$ cat config.mk
export PLATFORM = sky130hd
export DESIGN_NAME = sd_read_arbiter_flat
export DESIGN_NICKNAME = d
export VERILOG_FILES = /design/src/rtl/sd_ctrl_pkg.sv /design/src/rtl/sd_read_arbiter_if.sv /design/src/rtl/sd_crc_unit.sv /design/src/rtl/sd_read_arbiter.sv /design/src/flat_wrapper.sv
export SDC_FILE = /design/constraint.sdc
export NUM_CORES = 1
export LEC_CHECK = 0
export ABC_AREA = 1
export CORE_ASPECT_RATIO = 0.8
export CORE_MARGIN = 1
export CORE_UTILIZATION = 45
export DETAILED_ROUTE_END_ITERATION = 10
export PLACE_DENSITY_LB_ADDON = 0.25
export SETUP_SLACK_MARGIN = 0.1
export SYNTH_ARGS = -nofsm -noshare
export SYNTH_HDL_FRONTEND = slang
export SYNTH_SLANG_ARGS = --single-unit
$ cat constraint.sdc
create_clock -name clk -period 2.15 [get_ports clk]
set_clock_uncertainty 0.2 [all_clocks]
set_input_delay 0.43 -clock clk [delete_from_list [all_inputs] [get_ports clk]]
set_output_delay 0.43 -clock clk [all_outputs]
set_load 0.01 [all_outputs]
$ cat src/rtl/sd_ctrl_pkg.sv
// Shared types and constants for the SD single-block read path.
// Optional data/command CRC is enabled by SD_DATA_CRC_CHECK_EN.
package sd_ctrl_pkg;

    typedef enum logic [3:0] {
        S_IDLE,
        S_ADDR,
        S_CMD,
        S_R1,
        S_TOKEN,
        S_DATA,
        S_CRC,
        S_REL,
        S_ERR
    } state_t;

    localparam logic [2:0] ERR_OK            = 3'd0;
    localparam logic [2:0] ERR_R1_TIMEOUT    = 3'd1;
    localparam logic [2:0] ERR_R1            = 3'd2;
    localparam logic [2:0] ERR_DATA_TOKEN    = 3'd3;
    localparam logic [2:0] ERR_TOKEN_TIMEOUT = 3'd4;
    localparam logic [2:0] ERR_ADDR          = 3'd5;
    localparam logic [2:0] ERR_CRC           = 3'd6;

    localparam logic [7:0] CMD17       = 8'h51;
    localparam logic [7:0] START_TOKEN = 8'hFE;
    localparam logic [7:0] FILLER      = 8'hFF;

    localparam int BLOCK_BYTES = 512;

    localparam logic [6:0]  CRC7_POLY  = 7'h09;
    localparam logic [15:0] CRC16_POLY = 16'h1021;

    function automatic logic [7:0] cmd_byte(
        input logic [2:0]  idx,
        input logic [31:0] arg,
        input logic [7:0]  crc
    );
        logic [7:0] b;
        unique case (idx)
            3'd0:    b = CMD17;
            3'd1:    b = arg[31:24];
            3'd2:    b = arg[23:16];
            3'd3:    b = arg[15:8];
            3'd4:    b = arg[7:0];
            default: b = crc;
        endcase
        return b;
    endfunction

endpackage

$ cat src/rtl/sd_read_arbiter_if.sv
// Requester and SPI-engine bundle for the SD read arbiter.
// slave = arbiter side, master = requesters plus byte engine.
interface sd_read_arbiter_if;

    logic [1:0]       req_valid;
    logic [1:0][31:0] req_sector;
    logic [1:0]       req_ready;
    logic [7:0]       rd_data;
    logic             rd_valid;
    logic             rd_last;
    logic             rd_owner;
    logic [1:0]       done;
    logic [1:0]       err;
    logic [2:0]       err_code;
    logic             spi_cs;
    logic             spi_start;
    logic [7:0]       spi_tx;
    logic             spi_done;
    logic [7:0]       spi_rx;

    modport slave (
        input  req_valid, req_sector, spi_done, spi_rx,
        output req_ready, rd_data, rd_valid, rd_last, rd_owner,
        output done, err, err_code, spi_cs, spi_start, spi_tx
    );

    modport master (
        output req_valid, req_sector, spi_done, spi_rx,
        input  req_ready, rd_data, rd_valid, rd_last, rd_owner,
        input  done, err, err_code, spi_cs, spi_start, spi_tx
    );

endinterface

$ cat src/rtl/sd_crc_unit.sv
// Byte-wide CRC7 (command) and CRC16-CCITT (data) update, MSB first.
// Used only when SD_DATA_CRC_CHECK_EN is defined.
module sd_crc_unit
    import sd_ctrl_pkg::*;
(
    input  logic [6:0]  crc7,
    input  logic [7:0]  crc7_byte,
    output logic [6:0]  crc7_next,
    input  logic [15:0] crc16,
    input  logic [7:0]  crc16_byte,
    output logic [15:0] crc16_next
);

    logic [6:0]  c7;
    logic [15:0] c16;
    logic        fb7;
    logic        fb16;

    always_comb begin
        c7   = crc7;
        c16  = crc16;
        fb7  = 1'b0;
        fb16 = 1'b0;
        for (int i = 7; i >= 0; i--) begin
            fb7  = c7[6] ^ crc7_byte[i];
            c7   = {c7[5:0], 1'b0};
            if (fb7) c7 = c7 ^ CRC7_POLY;
            fb16 = c16[15] ^ crc16_byte[i];
            c16  = {c16[14:0], 1'b0};
            if (fb16) c16 = c16 ^ CRC16_POLY;
        end
        crc7_next  = c7;
        crc16_next = c16;
    end

endmodule

$ cat src/rtl/sd_read_arbiter.sv
// Round-robin arbiter running one CMD17 block read per grant over SPI.
// Define SD_DATA_CRC_CHECK_EN to generate CMD CRC7 and verify data CRC16.
module sd_read_arbiter
    import sd_ctrl_pkg::*;
#(
    parameter int R1_POLL_MAX    = 8,
    parameter int TOKEN_POLL_MAX = 4096
) (
    input  logic clk,
    input  logic reset,
    input  logic init_ok,
    input  logic card_sdhc,
    sd_read_arbiter_if.slave bus
);

    state_t      state;
    logic        busy;
    logic        fail;
    logic        owner;
    logic        rr;
    logic        pick;
    logic [31:0] sector;
    logic [31:0] arg;
    logic [2:0]  idx;
    logic [2:0]  ecode;
    logic [12:0] poll;
    logic [9:0]  bcnt;
    logic [7:0]  crc_byte;
    logic [7:0]  cmd_tx;
    logic [1:0]  owner_hot;

`ifdef SD_DATA_CRC_CHECK_EN
    logic [6:0]  crc7;
    logic [6:0]  crc7_nxt;
    logic [15:0] crc16;
    logic [15:0] crc16_nxt;
    logic [7:0]  crc_hi;

    sd_crc_unit u_crc (
        .crc7       (crc7),
        .crc7_byte  (cmd_tx),
        .crc7_next  (crc7_nxt),
        .crc16      (crc16),
        .crc16_byte (bus.spi_rx),
        .crc16_next (crc16_nxt)
    );

    assign crc_byte = {crc7, 1'b1};
`else
    assign crc_byte = FILLER;
`endif

    // Tie: the requester not granted last wins.
    assign pick      = (&bus.req_valid) ? ~rr : bus.req_valid[1];
    assign owner_hot = owner ? 2'b10 : 2'b01;
    assign cmd_tx    = cmd_byte(idx, arg, crc_byte);

    assign bus.rd_valid = (state == S_DATA) && busy && bus.spi_done;
    assign bus.rd_data  = bus.rd_valid ? bus.spi_rx : 8'h00;
    assign bus.rd_last  = bus.rd_valid
                       && (bcnt == 10'(BLOCK_BYTES - 1));

    always_ff @(posedge clk) begin
        if (reset) begin
            state         <= S_IDLE;
            busy          <= 1'b0;
            fail          <= 1'b0;
            owner         <= 1'b0;
            rr            <= 1'b1;
            sector        <= '0;
            arg           <= '0;
            idx           <= '0;
            ecode         <= ERR_OK;
            poll          <= '0;
            bcnt          <= '0;
            bus.spi_cs    <= 1'b1;
            bus.spi_start <= 1'b0;
            bus.spi_tx    <= FILLER;
            bus.req_ready <= '0;
            bus.rd_owner  <= 1'b0;
            bus.done      <= '0;
            bus.err       <= '0;
            bus.err_code  <= ERR_OK;
`ifdef SD_DATA_CRC_CHECK_EN
            crc7          <= '0;
            crc16         <= '0;
            crc_hi        <= '0;
`endif
        end else begin
            bus.spi_start <= 1'b0;
            bus.req_ready <= '0;
            bus.done      <= '0;
            bus.err       <= '0;
            unique case (state)
                S_IDLE: begin
                    busy <= 1'b0;
                    if (init_ok && |bus.req_valid) begin
                        owner         <= pick;
                        rr            <= pick;
                        bus.rd_owner  <= pick;
                        bus.req_ready <= pick ? 2'b10 : 2'b01;
                        sector        <= bus.req_sector[pick];
                        fail          <= 1'b0;
                        state         <= S_ADDR;
                    end
                end
                S_ADDR: begin
                    idx <= '0;
`ifdef SD_DATA_CRC_CHECK_EN
                    crc7 <= '0;
`endif
                    if (card_sdhc) begin
                        arg        <= sector;
                        bus.spi_cs <= 1'b0;
                        state      <= S_CMD;
                    end else if (|sector[31:23]) begin
                        ecode <= ERR_ADDR;
                        state <= S_ERR;
                    end else begin
                        arg        <= {sector[22:0], 9'd0};
                        bus.spi_cs <= 1'b0;
                        state      <= S_CMD;
                    end
                end
                S_CMD: begin
                    if (!busy) begin
                        bus.spi_start <= 1'b1;
                        bus.spi_tx    <= cmd_tx;
                        busy          <= 1'b1;
`ifdef SD_DATA_CRC_CHECK_EN
                        crc7 <= crc7_nxt;
`endif
                    end else if (bus.spi_done) begin
                        busy <= 1'b0;
                        if (idx == 3'd5) begin
                            poll  <= '0;
                            state <= S_R1;
                        end else begin
                            idx <= idx + 3'd1;
                        end
                    end
                end
                S_R1: begin
                    if (!busy) begin
                        bus.spi_start <= 1'b1;
                        bus.spi_tx    <= FILLER;
                        busy          <= 1'b1;
                    end else if (bus.spi_done) begin
                        busy <= 1'b0;
                        if (!bus.spi_rx[7]) begin
                            if (bus.spi_rx == 8'h00) begin
                                poll  <= '0;
                                state <= S_TOKEN;
                            end else begin
                                ecode <= ERR_R1;
                                state <= S_ERR;
                            end
                        end else if (poll == 13'(R1_POLL_MAX - 1)) begin
                            ecode <= ERR_R1_TIMEOUT;
                            state <= S_ERR;
                        end else begin
                            poll <= poll + 13'd1;
                        end
                    end
                end
                S_TOKEN: begin
                    if (!busy) begin
                        bus.spi_start <= 1'b1;
                        bus.spi_tx    <= FILLER;
                        busy          <= 1'b1;
                    end else if (bus.spi_done) begin
                        busy <= 1'b0;
                        if (bus.spi_rx == START_TOKEN) begin
                            bcnt  <= '0;
                            state <= S_DATA;
`ifdef SD_DATA_CRC_CHECK_EN
                            crc16 <= '0;
`endif
                        end else if (bus.spi_rx[7:4] == 4'h0) begin
                            ecode <= ERR_DATA_TOKEN;
                            state <= S_ERR;
                        end else if (poll == 13'(TOKEN_POLL_MAX - 1)) begin
                            ecode <= ERR_TOKEN_TIMEOUT;
                            state <= S_ERR;
                        end else begin
                            poll <= poll + 13'd1;
                        end
                    end
                end
                S_DATA: begin
                    if (!busy) begin
                        bus.spi_start <= 1'b1;
                        bus.spi_tx    <= FILLER;
                        busy          <= 1'b1;
                    end else if (bus.spi_done) begin
                        busy <= 1'b0;
`ifdef SD_DATA_CRC_CHECK_EN
                        crc16 <= crc16_nxt;
`endif
                        if (bcnt == 10'(BLOCK_BYTES - 1)) begin
                            idx   <= '0;
                            state <= S_CRC;
                        end else begin
                            bcnt <= bcnt + 10'd1;
                        end
                    end
                end
                S_CRC: begin
                    if (!busy) begin
                        bus.spi_start <= 1'b1;
                        bus.spi_tx    <= FILLER;
                        busy          <= 1'b1;
                    end else if (bus.spi_done) begin
                        busy <= 1'b0;
                        if (idx == 3'd0) begin
                            idx <= 3'd1;
`ifdef SD_DATA_CRC_CHECK_EN
                            crc_hi <= bus.spi_rx;
`endif
                        end else begin
`ifdef SD_DATA_CRC_CHECK_EN
                            if ({crc_hi, bus.spi_rx} != crc16) begin
                                ecode <= ERR_CRC;
                                state <= S_ERR;
                            end else begin
                                bus.spi_cs <= 1'b1;
                                state      <= S_REL;
                            end
`else
                            bus.spi_cs <= 1'b1;
                            state      <= S_REL;
`endif
                        end
                    end
                end
                // Card is deselected before the trailing filler byte.
                S_REL: begin
                    if (!busy) begin
                        bus.spi_start <= 1'b1;
                        bus.spi_tx    <= FILLER;
                        busy          <= 1'b1;
                    end else if (bus.spi_done) begin
                        busy <= 1'b0;
                        if (!fail) bus.done <= owner_hot;
                        state <= S_IDLE;
                    end
                end
                S_ERR: begin
                    bus.err      <= owner_hot;
                    bus.err_code <= ecode;
                    bus.spi_cs   <= 1'b1;
                    fail         <= 1'b1;
                    busy         <= 1'b0;
                    state        <= S_REL;
                end
                default: state <= S_IDLE;
            endcase
        end
    end

endmodule

$ cat src/flat_wrapper.sv
// flat-port wrapper written by rule: the top's interface ports become plain ports
module sd_read_arbiter_flat import sd_ctrl_pkg::*;
#(
    parameter int R1_POLL_MAX    = 8,
    parameter int TOKEN_POLL_MAX = 4096
)
  (clk, reset, init_ok, card_sdhc, bus_req_valid, bus_req_sector, bus_spi_done, bus_spi_rx, bus_req_ready, bus_rd_data, bus_rd_valid, bus_rd_last, bus_rd_owner, bus_done, bus_err, bus_err_code, bus_spi_cs, bus_spi_start, bus_spi_tx);
  sd_read_arbiter_if bus_i ();
  input  logic clk;
  input  logic reset;
  input  logic init_ok;
  input  logic card_sdhc;
  input wire logic [$bits(bus_i.req_valid)-1:0] bus_req_valid;
  input wire logic [$bits(bus_i.req_sector)-1:0] bus_req_sector;
  input wire logic [$bits(bus_i.spi_done)-1:0] bus_spi_done;
  input wire logic [$bits(bus_i.spi_rx)-1:0] bus_spi_rx;
  output wire logic [$bits(bus_i.req_ready)-1:0] bus_req_ready;
  output wire logic [$bits(bus_i.rd_data)-1:0] bus_rd_data;
  output wire logic [$bits(bus_i.rd_valid)-1:0] bus_rd_valid;
  output wire logic [$bits(bus_i.rd_last)-1:0] bus_rd_last;
  output wire logic [$bits(bus_i.rd_owner)-1:0] bus_rd_owner;
  output wire logic [$bits(bus_i.done)-1:0] bus_done;
  output wire logic [$bits(bus_i.err)-1:0] bus_err;
  output wire logic [$bits(bus_i.err_code)-1:0] bus_err_code;
  output wire logic [$bits(bus_i.spi_cs)-1:0] bus_spi_cs;
  output wire logic [$bits(bus_i.spi_start)-1:0] bus_spi_start;
  output wire logic [$bits(bus_i.spi_tx)-1:0] bus_spi_tx;
  assign bus_i.req_valid = bus_req_valid;
  assign bus_i.req_sector = bus_req_sector;
  assign bus_i.spi_done = bus_spi_done;
  assign bus_i.spi_rx = bus_spi_rx;
  assign bus_req_ready = bus_i.req_ready;
  assign bus_rd_data = bus_i.rd_data;
  assign bus_rd_valid = bus_i.rd_valid;
  assign bus_rd_last = bus_i.rd_last;
  assign bus_rd_owner = bus_i.rd_owner;
  assign bus_done = bus_i.done;
  assign bus_err = bus_i.err;
  assign bus_err_code = bus_i.err_code;
  assign bus_spi_cs = bus_i.spi_cs;
  assign bus_spi_start = bus_i.spi_start;
  assign bus_spi_tx = bus_i.spi_tx;
  sd_read_arbiter #(.R1_POLL_MAX(R1_POLL_MAX), .TOKEN_POLL_MAX(TOKEN_POLL_MAX)) u_core (.clk(clk), .reset(reset), .init_ok(init_ok), .card_sdhc(card_sdhc), .bus(bus_i));
endmodule
==> flow_summary.ini <==
[place]
port_buffers = 108
place_hpwl_mm = 12.9
placed_cell_area_um2 = 8110
place.gp.congestion = 0.936
dp_slack_ns = -0.366

[routing]
drtAntennaViolNets = 0
num_vias = 7015
wirelength_mm = 19.0
wire_per_inst_um = 14.3
drt_first_pass_iters = 5
drtIter0Drc = 692
drc_errors = 0
vias_per_cell = 5.25

[timing]
relSlewSlack = 0.651
fmax_mhz = 453
post-route-period-util = 1.03
whs_ns = 0.166
maxSlewViolCount = 0
finalHoldViolCount = 0
rsz0062_at_grt = true
fin_ws_ns = -0.0598
worstMarginPinSlew_ns = 0.518
min_period_ns = 2.21
setup_viol = 9

[outcome]
status = finished with violations
violations = setup timing

[setup_path]
cp_top_family = simple AND/OR/NAND/NOR gates
crit_buf_inv = 1
slowest_stage = dfxtp_2
crit_type = register to output pin
max_stage_delay_ns = 0.35
crit_path_max_fanout = 3
crit_path_cell_trace = ha_4 > nand2_4 > nor3_4 > nand3_2 > nor3_2 > buf_2
startpoint_type = register
cp.arrival_ns = 1.58
worstPathRequired_ns = 1.52
end_kind = output pin

[floorplanning]
num_rows = 38
fp.coreArea_um2 = 13800
ioPinCount = 109
die-height_um = 110
die_w_um = 137
die-area_um2 = 15000
start_util = 0.471

[flow_run]
maxCapViolations = 0

[synth]
synth_top_cell_by_area = dfxtp_1
syn_nets = 1063
synthAdderAreaFrac = 0.0134
muxShareOfSynthArea = 0.0215
async_flop_share = 0
yosys_register_bits = 120
postSynthAreaPerCell_um2 = 6.67
synthTopCellsByCount = nand2_1 (222), nor2_1 (162), dfxtp_1 (120), a21oi_1 (92), o21ai_0 (84)
yosys.area_share.simple = 0.357
yosysWarningCount = 0
yosys-top-cells-area = dfxtp_1 (37%), nand2_1 (13%), nor2_1 (9.3%)
seq_area_frac_synth = 0.369
synth_cell_types = 39
syn_area_um2 = 6510
synth_most_common_cell = nand2_1
synth_edf_count = 0
synthCells = 977
synth_top_family_by_area = simple AND/OR/NAND/NOR gates
synth_compound_area_frac = 0.159
synth-xor-area-share = 0.00269
synth_ff_type = dfxtp_1
yosys.area.top_type_share = 0.369

[global_route]
overflow = 0
grt_usage = 0.259
grt_pass1_wl_mm = 30.4
grt_max_degree = 44
antenna_found_initial = 0
grt_pass1_vias = 6362

[power]
p_total_uw = 10000
power_density_nw_per_um2 = 1110
cellLeakagePower_uw = 0.00380
peakVddDrop_mv = 0.757

[clocking]
clock_sinks = 120
cts_tree = yes
clockRootBuffer = clkbuf_16
cts_buffers = 17
clock_latency_ns = 0.42
clk_path_buf_depth = 2
cts_hold_buf = 0
clk_pin_slew_ns = 0.06
htreeDepth = 4

[cells_and_area]
synthToLayoutAreaGrowth_pct = 39.2
nets = 1228
fin_util = 0.655
stdcell_area_um2 = 9070
drive_above_1_share = 0.192
diodes = 0

[worst_hold_path]
hold_class = primary input to register
-- where the power goes --
part | switching (uW) | total [uW] | internal, uW
logic | 2360 | 3890 | 1520
registers | 340 | 3050 | 2710
clock network | 1120 | 3100 | 1980
-- layout make-up --
class	instances	area, um^2
fillers	1223	4770
multi-input cells	742	3810
flip-flops and latches	120	2420
repair buffers	187	1690
clock buffers	19	443
inverters	74	287
well taps	180	225
clock inverters	13	194
-- layout by cell type, fill, tap and decap left out, types with 14 or more instances in the layout --
cell,netlist,final
o21ai_0,84,80
nor2_1,162,153
clkdlybuf4s50_1,0,94
clkbuf_16,0,17
nand4_1,23,23
nand3_1,56,53
inv_1,63,61
nand2_2,13,16
a21oi_1,92,87
nand2_1,222,213
nor2_4,10,16
mux2i_1,14,14
buf_4,5,71
dfxtp_1,120,109
-- per-stage QoR --
stage	setup TNS [ns]	instances
after floorplan	0	977
after global placement	-8.44	1287
after detailed placement	-9.85	1287
after CTS	-0.260	1324
after global routing	-0.985	1335
final	-0.351	1335
-- worst reg2reg max path: stages, from the launching register on --
cell     delay (ns)
dfxtp_2        0.35
ha_4           0.15
nand2_4        0.06
nor2_1         0.15
nand3_1        0.15
o21ai_1        0.17
buf_4          0.15
nand2_1        0.06
nor2_2         0.17
nand2_2        0.10
nand2_1        0.07
nand2_1        0.05
nor2_1         0.11
-- cells by family (layout without fill, tap and decap cells) --
family / count (synthesis) / after routing
DFF: 120 / 120
muxes: 14 / 14
xor gates and xnor gates: 2 / 2
and+or+nand+nor: 521 / 522
buffers and inverters: 116 / 293
adders and majority gates: 7 / 7
AOI/OAI and AO/OA: 197 / 197
-- flip-flops by register name (all words and copies together), names as in the netlist, 3 cells and up --
name                 cells
u_core.bus.err_code      3
u_core.ecode             3
u_core.poll             13
u_core.arg              32
u_core.bus.spi_tx        8
u_core.state             4
u_core.bcnt             10
u_core.sector           32
u_core.idx               3
-- path summary, 6_finish.rpt --
kind	start	endpoint	slack [ns]	cells past startpoint
max	u_core.bcnt[0]$_SDFFE_PP0P_	bus_rd_last	-0.06	6
min	reset	u_core.bus.done[0]$_SDFF_PP0_	0.17	3
max reg2reg	u_core.bcnt[0]$_SDFFE_PP0P_	u_core.state[1]$_SDFFE_PP0P_	0.14	12
min reg2reg	u_core.bus.spi_tx[3]$_SDFFE_PP1P_	u_core.bus.spi_tx[3]$_SDFFE_PP1P_	0.26	2
-- metal layers --
layer,track usage,part of all wire,up-vias
li1,-,-,3551
met1,0.351,0.48,3191
met2,0.412,0.45,240
met3,0.0535,0.062,33
met4,0.0778,0.014,0
met5,0,0,-
-- repair_timing --
action / 4_1_cts / 5_1_grt
setup endpoints to repair: 12 / 96
gates resized for setup: 49 / 64
gates cloned: 0 / 1
buffers inserted: 5 / 11
pin swaps: 4 / 14
hold endpoints to repair: 0 / 0
Note: power is estimated with default switching activity, not from simulation.
